### src/rtl/vector_writeback.sv
// Writeback stage for vector lane results: an in-order FIFO of {vd, data} that drains
// to the register file and reports RAW hazards on pending destinations.
module vector_writeback #(
  parameter int LANES = 4,
  parameter int WIDTH = 8,
  parameter int DEPTH = 4,
  parameter int REGW  = 3
) (
  input  logic                     clock,
  input  logic                     reset,
  input  logic                     in_valid,
  output logic                     in_ready,
  input  logic [3:0]               in_op,
  input  logic [REGW-1:0]          in_vd_addr,
  input  logic [LANES*WIDTH-1:0]   lane_data,
  output logic                     wr_en,
  input  logic                     wr_ready,
  output logic [REGW-1:0]          wr_addr,
  output logic [LANES*WIDTH-1:0]   wr_data,
  input  logic [REGW-1:0]          rd_addr_a,
  input  logic [REGW-1:0]          rd_addr_b,
  output logic                     hazard,
  output logic [$clog2(DEPTH):0]   count
);

  localparam int PW = $clog2(DEPTH);
  localparam int DW = LANES * WIDTH;
  localparam logic [PW:0] FULL = (PW + 1)'(DEPTH);

  logic [REGW-1:0] r_addr [DEPTH];
  logic [DW-1:0]   r_data [DEPTH];
  logic [DEPTH-1:0] r_occ;
  logic [PW-1:0]   r_wr;
  logic [PW-1:0]   r_rd;
  logic [PW:0]     r_count;

  logic w_push;
  logic w_pop;

  assign in_ready = (r_count != FULL);
  assign wr_en    = (r_count != '0);
  // No-op instructions complete the handshake but never occupy an entry
  assign w_push   = in_valid && in_ready && (in_op != 4'b0000);
  assign w_pop    = wr_en && wr_ready;
  assign count    = r_count;
  assign wr_addr  = wr_en ? r_addr[r_rd] : '0;
  assign wr_data  = wr_en ? r_data[r_rd] : '0;

  always_ff @(posedge clock or negedge reset) begin
    if (!reset) begin
      for (int i = 0; i < DEPTH; i++) begin
        r_addr[i] <= '0;
        r_data[i] <= '0;
      end
      r_occ   <= '0;
      r_wr    <= '0;
      r_rd    <= '0;
      r_count <= '0;
    end else begin
      if (w_push) begin
        r_addr[r_wr] <= in_vd_addr;
        r_data[r_wr] <= lane_data;
        r_occ[r_wr]  <= 1'b1;
        r_wr         <= r_wr + 1'b1;
      end
      // Push and pop never share a slot: push needs not-full, pop needs not-empty
      if (w_pop) begin
        r_occ[r_rd] <= 1'b0;
        r_rd        <= r_rd + 1'b1;
      end
      case ({w_push, w_pop})
        2'b10:   r_count <= r_count + 1'b1;
        2'b01:   r_count <= r_count - 1'b1;
        default: r_count <= r_count;
      endcase
    end
  end

  // Occupancy bits make the head entry count until it actually leaves
  always_comb begin
    hazard = 1'b0;
    for (int i = 0; i < DEPTH; i++) begin
      if (r_occ[i] && ((r_addr[i] == rd_addr_a) || (r_addr[i] == rd_addr_b)))
        hazard = 1'b1;
    end
  end

endmodule

### config.mk
export PLATFORM = sky130hd
export DESIGN_NAME = vector_writeback
export DESIGN_NICKNAME = d
export VERILOG_FILES = /design/src/rtl/vector_writeback.sv
export SDC_FILE = /design/constraint.sdc
export NUM_CORES = 1
export LEC_CHECK = 0
export ABC_AREA = 1
export BUFFER_PORTS_ARGS = -buffer_cell sky130_fd_sc_hd__buf_2
export CAP_MARGIN = 40
export CORE_AREA = 3 3 126 116
export DETAILED_ROUTE_END_ITERATION = 6
export DIE_AREA = 0 0 129 119
export PLACE_DENSITY = 0.74
export SLEW_MARGIN = 5
export SYNTH_ARGS = -nofsm -noshare
export SYNTH_HDL_FRONTEND = slang
export SYNTH_SLANG_ARGS = --single-unit
export TNS_END_PERCENT = 5
### constraint.sdc
create_clock -name clock -period 5.85 [get_ports clock]
set_input_delay 0.585 -clock clock [delete_from_list [all_inputs] [get_ports clock]]
set_output_delay 0.585 -clock clock [all_outputs]
set_load 0.05 [all_outputs]
Word-level counts from Yosys, hierarchy flattened
Index checks and enable logic that the tools add are counted.
{"block": "word_totals", "register_bits": 151, "inputBits": 49, "out_inout_bits": 41, "elab_cells": 81}
{"block": "classes", "addsub": 4, "order_cmp": 7, "n_eq_ne": 11, "muxes": 25, "n_bitwise": 5, "n_reduce_logical": 17}
{"cell": "bitwise mux 128 bit", "n": 1}
{"cell": "2-to-1 mux 32 bit", "n": 4}
{"cell": "binary-select mux 32 bit (select 2 bit)", "n": 1}
{"cell": "demux 32 bit (select 2 bit)", "n": 1}
{"cell": "== test 3 bit", "n": 8}
{"cell": "bitwise mux 12 bit", "n": 1}
{"cell": "2-to-1 mux 3 bit", "n": 4}
{"cell": "logical AND 1 bit", "n": 10}
{"cell": "2-to-1 mux 4 bit", "n": 2}
{"cell": "binary-select mux 3 bit (select 2 bit)", "n": 1}
{"cell": "demux 3 bit (select 2 bit)", "n": 1}
{"cell": "greater-or-equal comparator 3 bit, second input constant", "n": 2}
{"cell": "< comparator 2 x 3 -> 1 bit, second input constant", "n": 2}
{"cell": "2-to-1 mux 1 bit", "n": 6}
{"cell": "NOT 2 -> 3 bit", "n": 2}
{"cell": "one-hot mux 3 bit (2 select lines)", "n": 1}
{"cell": "adder 2 x 1 -> 2 bit, second input constant", "n": 2}
{"cell": "bitwise AND 4 bit", "n": 1}
{"cell": "demux 1 bit (select 2 bit)", "n": 2}
{"cell": "greater-or-equal comparator 2 x 1 -> 1 bit, second input constant", "n": 2}
{"cell": "logical OR 1 bit", "n": 4}
{"cell": "NOT 4 bit", "n": 1}
{"cell": "OR 4 bit", "n": 1}
{"cell": "nonzero test 4 bit", "n": 1}
{"cell": "other kinds (8)", "n": 8}

Logic depth before layout (Yosys ltp)
{"block": "depth", "depth_word": 8, "depth_mapped": 11, "mapped_depth_nobuf": 10}

Least setup slack after synthesis
Ideal clock, no wire load.
{"block": "synth_timing", "kind": "register -> register", "startpoint": "register r_count[2], in the netlist count[2]", "endpoint": "register r_count[2], in the netlist count[2]", "setup_ns": 0.146, "arrival_time_ns": 2.564, "required_ns": 5.704, "slack_ns": 3.140, "path_stages_with_launch": 11, "synth_period_minus_slack_ns": 2.710, "cell_sequence": "dfrtp_1 -> nand3_2 -> nand3_2 -> buf_6 -> buf_2 -> ha_1 -> inv_1 -> fa_1 -> a21oi_1 -> o21ai_0 -> xnor2_1"}
{"block": "synth_via", "elab_chain_cells": 5, "word_cells_on_any_way": 11, "classes_between": "add/sub: 2; eq/ne: 3; mux: 1; reduce/logical: 5"}
{"element": "start: declaration", "line_no": "35", "text": "logic [PW:0] r_count;"}
{"element": "start signal: assignment", "line_no": "72", "text": "2'b10: r_count <= r_count + 1'b1;"}
{"element": "start signal: assignment", "line_no": "73", "text": "2'b01: r_count <= r_count - 1'b1;"}
{"element": "start signal: assignment", "line_no": "74", "text": "default: r_count <= r_count;"}
{"element": "!= test 3 bit (*)", "line_no": "40", "text": "assign in_ready = (r_count != FULL);"}
{"element": "via in_ready", "line_no": "12", "text": "output logic in_ready,"}
{"element": "logical AND 1 bit (*) (2 in series)", "line_no": "43", "text": "assign w_push = in_valid && in_ready && (in_op != 4'b0000);"}
{"element": "== test 2 x 1 -> 1 bit or == test 2 bit (tied branches)", "line_no": "71", "text": "case ({w_push, w_pop})"}
{"element": "one-hot mux 3 bit (2 select lines) or nonzero test 2 bit (tied branches)"}
Mark *: on every way through the listed nets, which the timed path passes. The rest lies on a longest branch.
A chain may end at the register's enable or synchronous reset.

Final worst setup path
{"block": "layout_timing", "startpoint": "register r_rd[0]", "endpoint": "output port wr_data[0]"}
{"block": "layout_via", "elab_chain_cells": 5}
{"element": "start: declaration", "line_no": "34", "text": "logic [PW-1:0] r_rd;"}
{"element": "start signal: assignment", "line_no": "69", "text": "r_rd <= r_rd + 1'b1;"}
{"element": "NOT 2 -> 3 bit (not written as such)", "line_no": "47", "text": "assign wr_data = wr_en ? r_data[r_rd] : '0;"}
{"element": "binary-select mux 32 bit (select 2 bit)", "line_no": "47"}
{"element": "2-to-1 mux 32 bit (not written as such) (2 in series)", "line_no": "47"}
{"element": "2-to-1 mux 32 bit", "line_no": "47"}
{"element": "end: declaration", "line_no": "19", "text": "output logic [LANES*WIDTH-1:0] wr_data,"}
No other way between the ends. The select of a mux whose other input is x is not followed.

==> metrics.txt <==
# TYPE chip_impl_metric gauge
chip_impl_metric{name="yosysSeqAreaShare",unit="%"} 50.7
chip_impl_metric{name="fp.dieW",unit="µm"} 129
chip_impl_info{name="top_usage_layer",value="met1"} 1
chip_impl_metric{name="layout.nets",unit=""} 1063
chip_impl_metric{name="num_io_pins",unit=""} 90
chip_impl_metric{name="drt_pass1_iterations",unit=""} 5
chip_impl_info{name="endpoint",value="wr_data[0]"} 1
chip_impl_info{name="cp-end-kind",value="output port"} 1
chip_impl_metric{name="clock.fmax",unit="GHz"} 0.288
chip_impl_info{name="rsz_0062_raised_after_global_routing",value="false"} 1
chip_impl_metric{name="tightestPinTransition",unit="ns"} 0.872
chip_impl_metric{name="first_global_vias",unit=""} 5845
chip_impl_metric{name="core_area",unit="µm²"} 13300
chip_impl_metric{name="place_hpwl",unit="mm"} 10.8
chip_impl_metric{name="critPathRequiredTime",unit="ns"} 5.27
chip_impl_metric{name="wire_length_of_the_first_global_routing_pass",unit="mm"} 30.1
chip_impl_metric{name="route.final.wire_length",unit="mm"} 18.5
chip_impl_metric{name="final_routed_drc_violation_total",unit=""} 0
chip_impl_metric{name="endpoints_failing_setup",unit=""} 0
chip_impl_metric{name="post_cts_hold_buffer_count",unit=""} 0
chip_impl_metric{name="finalCriticalPeriod",unit="ns"} 3.47
chip_impl_metric{name="cap_violations",unit=""} 0
chip_impl_metric{name="post-route-util",unit="%"} 64.1
chip_impl_metric{name="skew",unit="ns"} 0.00673
chip_impl_metric{name="die_h",unit="µm"} 119
chip_impl_metric{name="area_delta_synth_final",unit="%"} 14.6
chip_impl_metric{name="drt_iter0_drc",unit=""} 648
chip_impl_metric{name="detail-route-antenna-nets",unit=""} 0
chip_impl_metric{name="report.final.hold_viol_count",unit=""} 0
chip_impl_metric{name="post-cts-setup-buffer-count",unit=""} 0
chip_impl_metric{name="r2r.worst_path.cells",unit=""} 10
chip_impl_metric{name="final.setup.tns",unit="ns"} 0
chip_impl_metric{name="final_min_period_over_clock_period",unit="%"} 59.4
chip_impl_metric{name="finish.cell_count_without_fillers",unit=""} 1186
chip_impl_metric{name="globalplace.congestion",unit=""} 0.897
chip_impl_metric{name="clk_transition_reported_paths",unit="ns"} 0.06
chip_impl_info{name="worstSetupStartpoint",value="r_rd[0]"} 1
chip_impl_metric{name="worst-path-max-fanout",unit=""} 73
chip_impl_metric{name="groute.layer.met3.usage",unit="%"} 5.56
chip_impl_metric{name="port_buffers",unit=""} 89
chip_impl_metric{name="synth_cells",unit=""} 947
chip_impl_metric{name="grt.met2_usage",unit="%"} 36.6
chip_impl_metric{name="tritoncts_num_sinks",unit=""} 151
chip_impl_metric{name="cts_inserted_buffers",unit=""} 17
chip_impl_metric{name="htreeDepth",unit=""} 4
chip_impl_metric{name="route.vias.total",unit=""} 6380
chip_impl_metric{name="grt_start_max_net_pins",unit=""} 90
chip_impl_metric{name="rrSetupSlack",unit="ns"} 3.24
chip_impl_metric{name="post_cts_resize_count",unit=""} 0
chip_impl_info{name="cts_tree",value="done"} 1
chip_impl_metric{name="netlist-cell-type-count",unit=""} 22
chip_impl_metric{name="ys_seq_elements",unit=""} 151
chip_impl_info{name="worstSetupStartpointType",value="flop"} 1
chip_impl_metric{name="num_rows",unit=""} 40
chip_impl_info{name="timing.setup.critical_path_class",value="reg -> out"} 1
chip_impl_metric{name="antenna_found_initial",unit=""} 1
chip_impl_info{name="r2r_start",value="count[1]"} 1
chip_impl_metric{name="dpl.cell_count",unit=""} 1153
chip_impl_metric{name="syn_area_per_cell",unit="µm²"} 7.87
chip_impl_info{name="reg2reg_capture_point",value="count[2]"} 1
chip_impl_metric{name="max-clock-path-buffers",unit=""} 2
chip_impl_metric{name="slew_viol_final",unit=""} 0
chip_impl_metric{name="wl_per_cell",unit="µm"} 15.6
chip_impl_metric{name="start_util",unit="%"} 56.0
chip_impl_info{name="holdCritPathClass",value="in -> async"} 1
chip_impl_metric{name="clk_latency",unit="ns"} 0.42
chip_impl_metric{name="design.die.area",unit="µm²"} 15400
chip_impl_metric{name="cp.arrival",unit="ns"} 2.89
chip_impl_metric{name="mappedNetlistArea",unit="µm²"} 7450
chip_impl_info{name="outcome",value="complete, no violations"} 1
chip_impl_metric{name="grt_overflow_total",unit=""} 0
chip_impl_metric{name="final_layout_size_suffix_gt1_share",unit="%"} 13.8
chip_impl_metric{name="max_slew_margin",unit="%"} 41.9
chip_impl_metric{name="avgViaCountPerCell",unit=""} 5.38
chip_impl_metric{name="globalRouteMet1Util",unit="%"} 36.8
chip_impl_metric{name="layout.filler_cells",unit=""} 1212
chip_impl_info{name="cts_root_buf",value="sky130_fd_sc_hd__clkbuf_16"} 1
chip_impl_metric{name="synth-warning-count",unit=""} 0
chip_impl_metric{name="synthesis.nets",unit=""} 1006
chip_impl_metric{name="groute.usage.overall",unit="%"} 24.7
[cell type report]
type / instances / area, µm² / area share (%)
Antenna cell: 1 / 2.50 / 0.0293
Inverter: 94 / 353 / 4.13
Multi-Input combinational cell: 640 / 3030 / 35.5
Timing Repair Buffer: 100 / 567 / 6.64
Sequential cell: 151 / 3780 / 44.3
Tap cell: 168 / 210 / 2.46
Clock inverter: 7 / 91.3 / 1.07
Clock buffer: 25 / 505 / 5.92
[metal layers]
metal / part of all wire (%) / vias to the layer above
met4: 0.90 / 0
li1: - / 3168
met1: 48 / 2981
met5: 0 / -
met2: 45 / 215
met3: 6.4 / 16
[Yosys cell counts (all sizes together)]
| library cell | number | area share, % |
|---|---|---|
| a21oi | 111 | 7.5 |
| buf | 27 | 2.3 |
| clkbuf | 35 | 1.8 |
| dfrtp | 151 | 51 |
| fa | 1 | 0.27 |
| ha | 9 | 1.5 |
| inv | 94 | 4.7 |
| nand2 | 273 | 14 |
| nand3 | 9 | 0.74 |
| nor2 | 12 | 1.0 |
| nor3 | 1 | 0.22 |
| o21ai | 213 | 14 |
| xnor2 | 9 | 1.1 |
| xor2 | 2 | 0.24 |
[how the worst min path moves through the flow]
stage / start / end / cells after the start
6_report: reset / r_addr[0] / 1
2_1_floorplan: reset / count[0] / 0
4_1_cts: reset / r_addr[0] / 1
5_1_grt: reset / r_addr[0] / 1
3_5_place_dp: r_data[24] / r_data[24] / 2
3_3_place_gp: r_data[101] / r_data[101] / 2
[layout by cell type (no fill, tap or decap), types with 9 or more instances in the layout]
cell type / count
sky130_fd_sc_hd__a21oi_1: 111
sky130_fd_sc_hd__o21ai_0: 209
sky130_fd_sc_hd__xnor2_1: 9
sky130_fd_sc_hd__dfrtp_1: 150
sky130_fd_sc_hd__ha_1: 9
sky130_fd_sc_hd__nand2_1: 273
sky130_fd_sc_hd__buf_4: 9
sky130_fd_sc_hd__clkbuf_16: 17
sky130_fd_sc_hd__inv_1: 91
sky130_fd_sc_hd__buf_2: 88
[state kept, by name (all words and copies together) (netlist names)]
name	count
r_addr	12
r_occ	4
r_data	128
r_rd	2
r_wr	2
count	3
[critical path, stage by stage (launching register included)]
cell                      delay, ns
sky130_fd_sc_hd__dfrtp_2       0.34
sky130_fd_sc_hd__buf_4         0.53
sky130_fd_sc_hd__inv_2         0.39
sky130_fd_sc_hd__buf_4         0.40
sky130_fd_sc_hd__a21oi_1       0.17
sky130_fd_sc_hd__o21ai_0       0.12
sky130_fd_sc_hd__a21oi_1       0.17
sky130_fd_sc_hd__buf_2         0.29
[cells by family after synthesis]
kind of cell | share of synthesized area [%]
and+or+nand+nor | 15.7
adders and majority gates | 1.78
AOI/OAI and AO/OA | 21.8
DFF | 50.7
buffers and inverters | 8.76
xor gates and xnor gates | 1.29
[stage by stage]
step | cell area [µm²] | worst slack [ns] | hold slack [ns]
after CTS | 8540 | 2.40 | 0.247
after detailed placement | 7940 | 2.88 | 0.481
after global routing | 8540 | 2.15 | 0.251
after floorplan | 7450 | 3.14 | 0.289
final | 8540 | 2.38 | 0.202
after global placement | 7890 | 2.93 | 0.473
Power is not shown: default switching activity piles up to over one toggle a cycle in this logic, so the estimate is an artifact.
